$ cat config.mk
export PLATFORM = sky130hd
export DESIGN_NAME = sixteen_bit_divider
export DESIGN_NICKNAME = d
export VERILOG_FILES = /design/src/rtl/sixteen_bit_divider.sv
export SDC_FILE = /design/constraint.sdc
export NUM_CORES = 1
export LEC_CHECK = 0
export ABC_AREA = 1
export CAP_MARGIN = 5
export CORE_MARGIN = 2
export CORE_UTILIZATION = 55
export CTS_CLUSTER_DIAMETER = 150
export DETAILED_ROUTE_END_ITERATION = 8
export DONT_BUFFER_PORTS = 1
export GPL_TIMING_DRIVEN = 0
export MAX_ROUTING_LAYER = met4
export PLACE_DENSITY = 0.7
export SYNTH_ARGS = -nofsm -noshare
export SYNTH_HDL_FRONTEND = slang
export SYNTH_SLANG_ARGS = --single-unit
$ cat constraint.sdc
create_clock -name clk -period 4.2 [get_ports clk]
set_input_delay 0.42 -clock clk [delete_from_list [all_inputs] [get_ports clk]]
set_output_delay 0.42 -clock clk [all_outputs]
set_load 0.02 [all_outputs]
$ cat src/rtl/sixteen_bit_divider.sv
// 16-bit signed/unsigned restoring divider with sign fix-up and flag outputs.
// Latency: done is high after the 18th edge following the accepting edge; divide-by-zero takes 1 edge.
// Backpressure: none; start is only sampled in IDLE and is dropped while busy.
module sixteen_bit_divider (
  input  logic        clk,
  input  logic        rst,
  input  logic        start,
  input  logic [15:0] a,
  input  logic [15:0] b,
  input  logic        signed_op,
  output logic        busy,
  output logic        done,
  output logic [15:0] quotient,
  output logic [15:0] remainder,
  output logic        div_zero,
  output logic        overflow,
  output logic        zero
);

  typedef enum logic [1:0] {IDLE, CALC, FIX, DONE} state_t;

  state_t      state;
  state_t      state_nxt;

  // q_reg shifts the dividend out and the quotient bits in; r_reg is the partial remainder.
  logic [15:0] q_reg;
  logic [15:0] r_reg;
  logic [15:0] b_mag;
  logic [4:0]  cnt;
  logic        neg_q;
  logic        neg_r;
  logic        dz_reg;
  logic        ov_reg;

  logic [15:0] a_mag;
  logic [15:0] b_mag_in;
  logic [16:0] rem_shift;
  logic [16:0] diff;

  assign a_mag     = (signed_op && a[15]) ? (~a + 16'd1) : a;
  assign b_mag_in  = (signed_op && b[15]) ? (~b + 16'd1) : b;
  assign rem_shift = {r_reg, q_reg[15]};
  assign diff      = rem_shift - {1'b0, b_mag};
  assign busy      = (state != IDLE);

  // State register.
  always_ff @(posedge clk or posedge rst) begin
    if (rst) state <= IDLE;
    else     state <= state_nxt;
  end

  // Next-state logic; a zero divisor skips straight to DONE.
  always_comb begin
    state_nxt = state;
    case (state)
      IDLE: if (start) state_nxt = (b == 16'd0) ? DONE : CALC;
      CALC: if (cnt == 5'd15) state_nxt = FIX;
      FIX:  state_nxt = DONE;
      DONE: state_nxt = IDLE;
      default: state_nxt = IDLE;
    endcase
  end

  // Datapath: capture magnitudes, iterate shift-subtract, then apply signs.
  always_ff @(posedge clk or posedge rst) begin
    if (rst) begin
      q_reg  <= 16'd0;
      r_reg  <= 16'd0;
      b_mag  <= 16'd0;
      cnt    <= 5'd0;
      neg_q  <= 1'b0;
      neg_r  <= 1'b0;
      dz_reg <= 1'b0;
      ov_reg <= 1'b0;
    end else begin
      case (state)
        IDLE: if (start) begin
          cnt    <= 5'd0;
          b_mag  <= b_mag_in;
          neg_q  <= signed_op && (a[15] ^ b[15]);
          neg_r  <= signed_op && a[15];
          dz_reg <= (b == 16'd0);
          ov_reg <= signed_op && (a == 16'h8000) && (b == 16'hFFFF);
          if (b == 16'd0) begin
            // Divide by zero: all-ones quotient, raw dividend as remainder.
            q_reg <= 16'hFFFF;
            r_reg <= a;
          end else begin
            q_reg <= a_mag;
            r_reg <= 16'd0;
          end
        end
        CALC: begin
          cnt <= cnt + 5'd1;
          if (!diff[16]) begin
            r_reg <= diff[15:0];
            q_reg <= {q_reg[14:0], 1'b1};
          end else begin
            r_reg <= rem_shift[15:0];
            q_reg <= {q_reg[14:0], 1'b0};
          end
        end
        FIX: begin
          // -32768 / -1 lands on 16'h8000 naturally since both signs match.
          if (neg_q) q_reg <= ~q_reg + 16'd1;
          if (neg_r) r_reg <= ~r_reg + 16'd1;
        end
        default: ;
      endcase
    end
  end

  // Result registers: loaded once per operation as DONE exits, held otherwise.
  always_ff @(posedge clk or posedge rst) begin
    if (rst) begin
      done      <= 1'b0;
      quotient  <= 16'd0;
      remainder <= 16'd0;
      div_zero  <= 1'b0;
      overflow  <= 1'b0;
      zero      <= 1'b0;
    end else begin
      done <= (state == DONE);
      if (state == DONE) begin
        quotient  <= q_reg;
        remainder <= r_reg;
        div_zero  <= dz_reg;
        overflow  <= ov_reg;
        zero      <= (q_reg == 16'd0);
      end
    end
  end

endmodule

==> results.py <==
metrics = {
    "drt": {
        "drt_wl_total_um": 20400,
        "num_vias": 6713,
        "drcViolationCount": 0,
        "drt_iter0_drc": 590,
        "dr.pass1.iters": 5,
        "antenna_left": 0,
        "post_drt_via_cell_ratio": 5.48,
        "wire_per_inst_um": 16.7,
    },
    "placement": {
        "pre_cts_ws_ps": 1560,
        "gp_congestion": 0.980,
        "place.detailed.hpwl_um": 16200,
        "portBuffers": 0,
    },
    "clock_tree": {
        "cts.path.max_buffers": 2,
        "root_buffer": "clkbuf_16",
        "cts_tree": "built",
        "cts_sinks": 95,
        "cts_made_buffers": 9,
        "clk_latency_ps": 350,
        "cts.repair.resized": 0,
        "cts_htree_levels": 3,
        "path_clk_slew_ps": 70,
    },
    "yosys": {
        "syn_area_per_cell_um2": 6.64,
        "synthDistinctLibCells": 41,
        "synth_area_mm2": 0.00689,
        "synthFlopType": "dfrtp_1",
        "yosysWarnings": 0,
        "syn_nets": 1102,
        "syn_inst": 1038,
        "synth-edff-count": 0,
        "async_flop_share_pct": 100,
        "synth-seq-cells": 95,
        "seq_area_frac_synth_pct": 34.5,
    },
    "critical_path": {
        "critPathArrivalTime_ps": 2910,
        "timing.rr.start": "q_reg[15]",
        "cp_common_cell": "nand2_1",
        "regToRegEndpoint": "r_reg[13]",
        "startpoint_type": "register",
        "cp_slowest_cell": "fa_1",
        "reg2reg_depth": 18,
        "slowest_delay_ps": 410,
        "critPathKind": "register to register",
        "path_cells": "inv_1, ha_1, fa_1, inv_1, nand2_1, nand2_1, nand3_1, nand2_2, nand2_1, nand2_1, nand2_1, nand2_4, buf_6, nand3_1, nand2_1, nand2_1, nand2_1, nand2_1",
        "regToRegSetupSlack_ps": 1540,
        "crit_path_end_kind": "register",
        "cp.required_ps": 4450,
        "crit_fanout": 10,
    },
    "global_routing": {
        "grt_max_degree": 61,
        "track_usage_pct": 32.4,
        "grt_pass1_vias": 6170,
        "antenna_found_initial": 0,
        "grt_pass1_wl_um": 32300,
        "grt_overflow": 0,
    },
    "power_and_ir_drop": {
        "p_leak_nw": 3.80,
        "pwr_density_cell_mw_per_mm2": 928,
        "vdd_drop_max_mv": 0.429,
    },
    "final_layout": {
        "multi_input_area_mm2": 0.00388,
        "final_core_util_pct": 61.7,
        "seq_area_mm2": 0.00238,
        "syn2layout_area_growth_pct": 8.48,
        "finalNetCount": 1115,
        "fill_cells": 1233,
        "drive_above_1_share_pct": 4.55,
        "antenna_cells": 0,
    },
    "floorplan": {
        "die_width_um": 116,
        "floorplan.initialDensity_pct": 56.9,
        "placementRows": 40,
        "dieHeight_um": 116,
        "ioPinCount": 73,
        "core_mm2": 0.0121,
        "dieArea_mm2": 0.0134,
    },
    "worst_hold_path": {
        "hold_end": "ov_reg",
        "hold_path_class": "input pin to register",
        "whs_path_depth": 2,
        "worstHoldStart": "b[7]",
    },
    "sta": {
        "finalMaxSlewViolations": 0,
        "layout_worst_path_cycle_share_pct": 63.4,
        "worstMarginPinSlew_ps": 650,
        "rsz0062_at_grt": "no",
        "setup_viol": 0,
        "relSlewSlack_pct": 56.7,
        "setup_slack_ps": 1540,
        "fmax_ghz": 0.376,
        "hold_viol_final": 0,
        "clock_skew_ps": 7.42,
        "setup_tns_ps": 0,
        "min_period_ps": 2660,
    },
    "job": {
        "max_cap_violations": 0,
    },
    "outcome": {
        "status": "finished clean",
    },
}
-- power breakdown --
group / switching [mW] / leakage (nW) / internal [mW]
combinational: 2.84 / 2.42 / 1.33
clock: 0.396 / 0.164 / 0.536
sequential: 0.516 / 1.22 / 1.32
total: 3.75 / 3.80 / 3.19
-- worst max path at each step --
stage,startpoint,end,depth (start not counted)
global route,q_reg[15],r_reg[13],18
detailed placement,q_reg[15],r_reg[13],18
floorplan,rst,b_mag[0],1
global placement,rst,cnt[0],1
finish,q_reg[15],r_reg[13],18
CTS,q_reg[15],r_reg[13],18
-- cells in the mapped netlist (all sizes together) (2+ instances only) --
cell type | number | area share [%]
nor2 | 107 | 6.2
a21oi | 53 | 3.9
nand4 | 19 | 1.9
o211ai | 5 | 0.54
nand3b | 5 | 0.54
xnor2 | 9 | 1.1
buf | 4 | 0.47
nand3 | 74 | 5.4
o21bai | 5 | 0.54
xor2 | 18 | 2.3
o22ai | 3 | 0.27
clkbuf | 25 | 1.4
nor3 | 17 | 1.5
clkinv | 2 | 0.11
or2 | 3 | 0.27
inv | 133 | 7.2
ha | 27 | 4.9
a31oi | 4 | 0.36
o21ai | 103 | 7.6
dfrtp | 95 | 34
nand2 | 314 | 17
nor4 | 5 | 0.45
-- metal layers --
| layer | GRT usage (%) | routed length, µm |
|---|---|---|
| met1 | 46.5 | 9720 |
| met2 | 48.8 | 9080 |
| met3 | 4.92 | 1360 |
| met4 | 6.90 | 236 |
| met5 | - | 0 |
-- cell families after synthesis --
logic type | synth area share [%]
AOI/OAI and AO/OA | 13.9
DFF | 34.5
buffers and inverters | 9.19
and+or+nand+nor | 33.8
adders and majority gates | 5.19
xor gates and xnor gates | 3.43
-- critical path, delay by kind of cell, from the launching register on --
family | cells | cell delay (ps)
and+or+nand+nor | 13 | 1130
DFF | 1 | 370
adders and majority gates | 2 | 660
buffers and inverters | 3 | 370
-- cell type report --
cell class | count | share of cell area (%)
Clock inverter | 7 | 1.46
Tap cell | 168 | 2.81
Timing Repair Buffer | 2 | 0.502
Buffer | 29 | 1.69
Multi-Input combinational cell | 779 | 51.9
Sequential cell | 95 | 31.8
Inverter | 135 | 6.81
Clock buffer | 9 | 3.01
-- through the flow --
stage	cell area (µm²)	std cells	total power [mW]	hold slack (ps)
after floorplan	6890	1038	4.82	449
after global placement	7100	1206	5.89	469
after detailed placement	7130	1207	5.94	360
after CTS	7480	1224	6.88	264
after global routing	7480	1224	7.58	268
final	7480	1224	6.94	264
-- placed cells by master, fill, tap and decap left out, types with 4 or more instances in the layout --
cell type,instances
nor2_1,96
ha_1,27
nand4_1,17
a21oi_1,52
clkbuf_1,25
dfrtp_1,95
xnor2_1,9
nor2_2,11
o21bai_1,5
o21ai_0,101
nand2_1,310
clkbuf_16,9
nor3_1,15
nand3b_1,5
inv_1,130
xor2_1,18
o211ai_1,5
nor4_1,5
a31oi_1,4
nand3_1,74
-- timing repair --
action                    4_1_cts  5_1_grt
hold endpoints to repair       35        0
hold buffers                    1        0
buffers inserted                0        0
(Power assumes the default switching activity.)
